===== src/rtl/execute_mdu_multicycle.sv =====
// ----------------------------------------------------------------------------
// execute_mdu_multicycle
//
// Multi-cycle M-extension unit that sits beside the single-cycle ALU in the
// execute stage. It accepts one MUL/DIV/REM op per valid/ready handshake and
// returns an XLEN-bit result through a valid/ready output handshake.
//   - Multiply: full 2*XLEN product with a counted latency of MUL_STAGES cycles.
//   - Divide/remainder: restoring divider, one quotient bit per cycle, working
//     on operand magnitudes with a sign fix-up on the way into DONE.
//   - Divide by zero and signed overflow finish one cycle after accept.
//
// Optional feature (macro MDU_DIVREM_CACHE_EN):
//   When defined, a completed DIV/DIVU keeps its operands, signedness,
//   quotient and remainder. A later DIV-class op with the same operands and
//   signedness is answered from that store in one cycle.
//
// Parameters
//   XLEN        operand/result width (>= 8, even)
//   MUL_STAGES  multiply latency in cycles, 1..4
//
// Ports
//   clk        in   1     rising-edge clock
//   rst_n      in   1     synchronous active-low reset
//   flush      in   1     kill in-flight op (branch/jump redirect)
//   in_valid   in   1     op1/op2/func3 valid
//   in_ready   out  1     unit can accept an op (FSM in IDLE)
//   op1        in   XLEN  rs1 value / dividend / multiplicand
//   op2        in   XLEN  rs2 value / divisor / multiplier
//   func3      in   3     000 MUL,001 MULH,010 MULHSU,011 MULHU,
//                         100 DIV,101 DIVU,110 REM,111 REMU
//   out_valid  out  1     result valid, held until accepted
//   out_ready  in   1     consumer takes result
//   result     out  XLEN  op result
//   busy       out  1     op accepted and not yet retired
// ----------------------------------------------------------------------------
module execute_mdu_multicycle #(
    parameter int XLEN       = 32,
    parameter int MUL_STAGES = 2
) (
    input  logic            clk,
    input  logic            rst_n,
    input  logic            flush,
    input  logic            in_valid,
    output logic            in_ready,
    input  logic [XLEN-1:0] op1,
    input  logic [XLEN-1:0] op2,
    input  logic [2:0]      func3,
    output logic            out_valid,
    input  logic            out_ready,
    output logic [XLEN-1:0] result,
    output logic            busy
);

    localparam int              CW       = $clog2(XLEN + 1);
    localparam logic [CW-1:0]   MUL_LAST = CW'((MUL_STAGES > 1) ? (MUL_STAGES - 2) : 0);
    localparam logic [CW-1:0]   DIV_LAST = CW'(XLEN - 1);
    localparam logic [XLEN-1:0] SMIN     = {1'b1, {(XLEN-1){1'b0}}};

    typedef enum logic [1:0] {IDLE, MUL, DIV, DONE} state_t;

    state_t          state, state_nx;
    logic [XLEN-1:0] a_q, a_nx, b_q, b_nx;
    logic [1:0]      f_q, f_nx;
    logic [CW-1:0]   cnt_q, cnt_nx;
    logic [XLEN-1:0] quo_q, quo_nx, rem_q, rem_nx, dsr_q, dsr_nx;
    logic            neg_quo_q, neg_quo_nx, neg_rem_q, neg_rem_nx;
    logic [XLEN-1:0] res_q, res_nx;

    // Multiplier operands come straight from the inputs in IDLE so that a
    // single-stage multiply can finish on the accept edge; otherwise they
    // come from the latched copies.
    logic [XLEN-1:0]   mul_a, mul_b, mul_res;
    logic [1:0]        mul_f;
    logic              mul_a_signed, mul_b_signed;
    logic [2*XLEN-1:0] mul_a_ext, mul_b_ext, mul_prod;

    always_comb begin
        mul_a        = (state == IDLE) ? op1 : a_q;
        mul_b        = (state == IDLE) ? op2 : b_q;
        mul_f        = (state == IDLE) ? func3[1:0] : f_q;
        mul_a_signed = (mul_f != 2'b11);
        mul_b_signed = ~mul_f[1];
        mul_a_ext    = {{XLEN{mul_a_signed & mul_a[XLEN-1]}}, mul_a};
        mul_b_ext    = {{XLEN{mul_b_signed & mul_b[XLEN-1]}}, mul_b};
        mul_prod     = mul_a_ext * mul_b_ext;
        mul_res      = (mul_f == 2'b00) ? mul_prod[XLEN-1:0] : mul_prod[2*XLEN-1:XLEN];
    end

    // Divide set-up from the incoming operands: magnitudes, result signs and
    // the two cases that bypass the iteration.
    logic            in_signed, in_a_neg, in_b_neg, div_by_zero, div_ovf;
    logic [XLEN-1:0] in_a_mag, in_b_mag;

    always_comb begin
        in_signed   = ~func3[0];
        in_a_neg    = in_signed & op1[XLEN-1];
        in_b_neg    = in_signed & op2[XLEN-1];
        in_a_mag    = in_a_neg ? -op1 : op1;
        in_b_mag    = in_b_neg ? -op2 : op2;
        div_by_zero = (op2 == '0);
        div_ovf     = in_signed && (op1 == SMIN) && (op2 == '1);
    end

    // One restoring step: shift the next dividend bit into the partial
    // remainder and subtract the divisor if it fits. The partial remainder
    // stays below the divisor, so the low XLEN bits of the difference are exact.
    logic [XLEN:0]   shifted;
    logic            borrow;
    logic [XLEN-1:0] diff_lo, step_quo, step_rem, fin_quo, fin_rem;

    always_comb begin
        shifted  = {rem_q, quo_q[XLEN-1]};
        borrow   = (shifted < {1'b0, dsr_q});
        diff_lo  = shifted[XLEN-1:0] - dsr_q;
        step_rem = borrow ? shifted[XLEN-1:0] : diff_lo;
        step_quo = {quo_q[XLEN-2:0], ~borrow};
        fin_quo  = neg_quo_q ? -step_quo : step_quo;
        fin_rem  = neg_rem_q ? -step_rem : step_rem;
    end

    logic            c_hit;
    logic [XLEN-1:0] c_res;

`ifdef MDU_DIVREM_CACHE_EN
    logic            c_valid_q, c_valid_nx, c_signed_q, c_signed_nx;
    logic [XLEN-1:0] c_a_q, c_a_nx, c_b_q, c_b_nx;
    logic [XLEN-1:0] c_quo_q, c_quo_nx, c_rem_q, c_rem_nx;

    assign c_hit = c_valid_q && (c_a_q == op1) && (c_b_q == op2) && (c_signed_q == in_signed);
    assign c_res = func3[1] ? c_rem_q : c_quo_q;

    always_ff @(posedge clk) begin
        if (!rst_n) begin
            c_valid_q  <= 1'b0;
            c_signed_q <= 1'b0;
            c_a_q      <= '0;
            c_b_q      <= '0;
            c_quo_q    <= '0;
            c_rem_q    <= '0;
        end else begin
            c_valid_q  <= c_valid_nx;
            c_signed_q <= c_signed_nx;
            c_a_q      <= c_a_nx;
            c_b_q      <= c_b_nx;
            c_quo_q    <= c_quo_nx;
            c_rem_q    <= c_rem_nx;
        end
    end
`else
    assign c_hit = 1'b0;
    assign c_res = '0;
`endif

    // Next-state and datapath updates. Flush overrides everything and only
    // returns the FSM to IDLE (and drops the cached division).
    always_comb begin
        state_nx   = state;
        a_nx       = a_q;
        b_nx       = b_q;
        f_nx       = f_q;
        cnt_nx     = cnt_q;
        quo_nx     = quo_q;
        rem_nx     = rem_q;
        dsr_nx     = dsr_q;
        neg_quo_nx = neg_quo_q;
        neg_rem_nx = neg_rem_q;
        res_nx     = res_q;
`ifdef MDU_DIVREM_CACHE_EN
        c_valid_nx  = c_valid_q;
        c_signed_nx = c_signed_q;
        c_a_nx      = c_a_q;
        c_b_nx      = c_b_q;
        c_quo_nx    = c_quo_q;
        c_rem_nx    = c_rem_q;
`endif
        if (flush) begin
            state_nx = IDLE;
`ifdef MDU_DIVREM_CACHE_EN
            c_valid_nx = 1'b0;
`endif
        end else begin
            case (state)
                IDLE: begin
                    if (in_valid) begin
                        a_nx   = op1;
                        b_nx   = op2;
                        f_nx   = func3[1:0];
                        cnt_nx = '0;
                        if (!func3[2]) begin
                            if (MUL_STAGES == 1) begin
                                res_nx   = mul_res;
                                state_nx = DONE;
                            end else begin
                                state_nx = MUL;
                            end
                        end else begin
`ifdef MDU_DIVREM_CACHE_EN
                            if (!c_hit) c_valid_nx = 1'b0;
`endif
                            if (div_by_zero) begin
                                res_nx   = func3[1] ? op1 : '1;
                                state_nx = DONE;
                            end else if (div_ovf) begin
                                res_nx   = func3[1] ? '0 : op1;
                                state_nx = DONE;
                            end else if (c_hit) begin
                                res_nx   = c_res;
                                state_nx = DONE;
                            end else begin
                                quo_nx     = in_a_mag;
                                rem_nx     = '0;
                                dsr_nx     = in_b_mag;
                                neg_quo_nx = in_a_neg ^ in_b_neg;
                                neg_rem_nx = in_a_neg;
                                state_nx   = DIV;
                            end
                        end
                    end
                end
                MUL: begin
                    cnt_nx = cnt_q + CW'(1);
                    if (cnt_q == MUL_LAST) begin
                        res_nx   = mul_res;
                        state_nx = DONE;
                    end
                end
                DIV: begin
                    quo_nx = step_quo;
                    rem_nx = step_rem;
                    cnt_nx = cnt_q + CW'(1);
                    if (cnt_q == DIV_LAST) begin
                        res_nx   = f_q[1] ? fin_rem : fin_quo;
                        state_nx = DONE;
`ifdef MDU_DIVREM_CACHE_EN
                        if (!f_q[1]) begin
                            c_valid_nx  = 1'b1;
                            c_signed_nx = ~f_q[0];
                            c_a_nx      = a_q;
                            c_b_nx      = b_q;
                            c_quo_nx    = fin_quo;
                            c_rem_nx    = fin_rem;
                        end
`endif
                    end
                end
                DONE: begin
                    if (out_ready) state_nx = IDLE;
                end
                default: state_nx = IDLE;
            endcase
        end
    end

    always_ff @(posedge clk) begin
        if (!rst_n) begin
            state     <= IDLE;
            a_q       <= '0;
            b_q       <= '0;
            f_q       <= '0;
            cnt_q     <= '0;
            quo_q     <= '0;
            rem_q     <= '0;
            dsr_q     <= '0;
            neg_quo_q <= 1'b0;
            neg_rem_q <= 1'b0;
            res_q     <= '0;
        end else begin
            state     <= state_nx;
            a_q       <= a_nx;
            b_q       <= b_nx;
            f_q       <= f_nx;
            cnt_q     <= cnt_nx;
            quo_q     <= quo_nx;
            rem_q     <= rem_nx;
            dsr_q     <= dsr_nx;
            neg_quo_q <= neg_quo_nx;
            neg_rem_q <= neg_rem_nx;
            res_q     <= res_nx;
        end
    end

    assign in_ready  = (state == IDLE);
    assign out_valid = (state == DONE);
    assign busy      = (state != IDLE);
    assign result    = res_q;

endmodule


===== config.mk =====
export PLATFORM = sky130hd
export DESIGN_NAME = execute_mdu_multicycle
export DESIGN_NICKNAME = d
export VERILOG_FILES = /design/src/rtl/execute_mdu_multicycle.sv
export SDC_FILE = /design/constraint.sdc
export NUM_CORES = 2
export LEC_CHECK = 0
export CORE_ASPECT_RATIO = 0.75
export CORE_MARGIN = 10
export CORE_UTILIZATION = 48
export CTS_CLUSTER_SIZE = 20
export DETAILED_ROUTE_END_ITERATION = 8
export PLACE_DENSITY = 0.63
export SYNTH_ARGS = -nofsm -noshare
export SYNTH_HDL_FRONTEND = slang
export SYNTH_SLANG_ARGS = --single-unit

===== constraint.sdc =====
create_clock -name clk -period 18.1 [get_ports clk]
set_clock_uncertainty 0.1 [all_clocks]
set_input_delay 4.525 -clock clk [delete_from_list [all_inputs] [get_ports clk]]
set_output_delay 4.525 -clock clk [all_outputs]
set_load 0.05 [all_outputs]

==> results.yml <==
placed_design:
  dp_hpwl_mm: 155
  placed_cell_area_um2: 55000
  routabilityCongestion: 1.02
  dpl.cell_count: 7543
  portBuffers: 106
worst_setup_path:
  crit_arrival_ns: 15.01
  cp.buffers_inverters: 9
  r2r_end: "result[28]$_SDFFE_PN0P_"
  cp.required_ns: 18.49
  cpPeakStageDelay_ns: 0.79
  rrSetupSlack_ns: 6.61
  end_kind: "register"
  path_max_fanout: 25
  cp_top_family: "adder cells"
  rr_startpoint: "state[0]$_SDFFE_PP0P_"
  cpMostUsedCell: "fa_1"
  slowest_stage: "fa_1"
  r2r_cells: 32
  cp-start-kind: "input port"
  crit_type: "in2reg"
floorplan:
  die_width_um: 402
  initial_core_util: 0.486
  core_region_area_um2: 108000
  die_area_um2: 123000
  io_pins: 107
  num_rows: 104
  fp.dieH_um: 306
clocking:
  htree_levels: 1
  clkLatencyLatePin_ns: 0.61
  clock-sinks: 204
  clock_tree.buffer_depth: 3
  cts_buffers: 24
  cts_tree: "yes"
  cts_root_buffer: "clkbuf_16"
  hold_buffers: 0
  postCtsSetupBuffers: 0
  post_cts_resized: 0
  path_clk_slew_ns: 0.07
grt:
  grt_pass1_vias: 44300
  grt_pass1_wl_mm: 293
  grt_max_degree: 97
  grt_overflow: 0
  antenna_found_initial: 11
  track_usage: 0.314
synth:
  synth.area.top_cells: "fa_1 (43%), inv_1 (8.5%), dfxtp_1 (7.8%)"
  syn-cell-area_um2: 52400
  synth-edff-count: 0
  synth_top_area_share: 0.430
  synth-compound-area-share: 0.0966
  yosysTopAreaCell: "fa_1"
  syn_inst: 6233
  synth_common_cells: "inv_1 (1189), fa_1 (1126), nand2_1 (998)"
  ys_ff_latch: 204
  synth_fa_ha_area_frac: 0.497
  ys_seq_area_frac: 0.0779
  synth_cell_types: 96
  synth_xor_area_frac: 0.0348
  syn_area_per_cell_um2: 8.41
  synthMuxAreaShare: 0.0299
  synthArstFlopShare: 0
  synth.most_common_cell: "inv_1"
  synth_ff_type: "dfxtp_1"
  yosys.area_share.simple: 0.154
  yosysWarnings: 0
  syn-num-nets: 7687
  synth_top_family_by_area: "adder cells"
run:
  max_cap_violations: 0
drt:
  wl_per_cell_um: 25.7
  wl_mm: 195
  vias: 44500
  via_per_inst: 5.86
  first_pass_iters: 6
  route.detailed.drc: 0
  dr.first_iter.drc_count: 5114
  ant_nets: 0
timing:
  period_needed_ns: 14.62
  drv_slew: 0
  relSlewSlack: 0.135
  finalHoldViolCount: 0
  final.setup.tns_ns: 0
  tightest_slew_ns: 1.30
  setup_viol: 0
  max_clock_freq_ghz: 0.0684
  rsz0062_at_grt: "no"
  finalCritPeriodShare: 0.808
hold_path:
  hold_end: "b_q[6]$_SDFFE_PN0P_"
  hp-start: "b_q[6]$_SDFFE_PN0P_"
  hold_depth: 2
  hp-class: "reg2reg"
final_layout:
  nFillCells: 10300
  fin_area_um2: 55900
  drive_gt1_frac: 0.0495
  stdcell_count: 7591
  fin_nets: 7592
  area_delta_synth_final_pct: 6.65
status:
  run_status: "complete, no violations"
## how the worst max path moves through the flow
stage                         endpoint  depth (start not counted)      from  slack (ns)
2_1_floorplan  result[26]$_SDFFE_PN0P_                         30  func3[0]        5.17
3_3_place_gp   result[28]$_SDFFE_PN0P_                         33   op1[31]        3.35
3_5_place_dp   result[28]$_SDFFE_PN0P_                         31   op1[31]        3.03
4_1_cts        result[28]$_SDFFE_PN0P_                         31   op1[31]        3.59
5_1_grt        result[28]$_SDFFE_PN0P_                         31   op1[31]        3.06
6_report       result[28]$_SDFFE_PN0P_                         31   op1[31]        3.48
## placed cells by master, fill, tap and decap left out, types with 25 or more instances in the layout
cell type,synthesis,layout
a211oi_1,58,58
a21o_1,48,48
a21oi_1,285,284
a22oi_1,25,25
and2_1,33,33
buf_4,1,113
clkdlybuf4s50_1,0,106
dfxtp_1,204,204
fa_1,1126,1126
ha_1,256,254
inv_1,1189,1188
maj3_1,29,29
mux2_2,69,69
mux2i_1,79,57
nand2_1,998,998
nand3_1,35,35
nor2_1,636,635
nor3_1,45,45
o211ai_1,31,31
o21ai_0,143,142
o31ai_1,33,33
or3_1,42,42
xnor2_1,114,114
xor2_1,94,94
## state kept, by name (all words and copies together) (netlist names), 6 cells and up
name and count:
rem_q 32, quo_q 32, a_q 32, result 32, cnt_q 6, dsr_q 32
b_q 32
## per-stage QoR
step / setup slack [ns] / hold WS, ns / utilization
finish: 3.48 / 0.355 / 0.518
detailed placement: 3.03 / 0.344 / 0.510
global placement: 3.35 / 0.340 / 0.510
global route: 3.06 / 0.372 / 0.518
CTS: 3.59 / 0.354 / 0.518
floorplan: 5.17 / 0.334 / -
## layer usage
layer  up-vias  wire length (µm)  track usage
met5         -                35            0
met4         6              6520       0.0880
met3       333             22400       0.0735
met2      2479             81000        0.453
met1     22600             85300        0.468
li1      19000                 -            -
## kinds of logic after synthesis
kind of cell,Yosys count
multiplexers,148
flip-flops,204
AO/OA/AOI/OAI,793
adder cells (fa/ha/maj),1411
AND/OR/NAND/NOR,1938
XOR/XNOR,208
buffers and inverters,1531
## tightest hold or removal path: stages (launching register included)
cell and delay [ns]:
dfxtp_1 0.31, nand2_1 0.05, a21oi_1 0.05
## area by class of cell
cell class,instances,area [µm²],share of cell area
flip-flops and latches,204,4080,0.0731
well taps,1431,1790,0.0320
inverters,1190,4470,0.0800
clock inverters,16,218,0.00389
clock buffers,28,646,0.0115
repair buffers,220,1930,0.0345
diodes,4,10.0,0.000179
multi-input cells,4498,42800,0.765
Power is not shown: default switching activity piles up to over one toggle a cycle in this logic, so the estimate is an artifact.
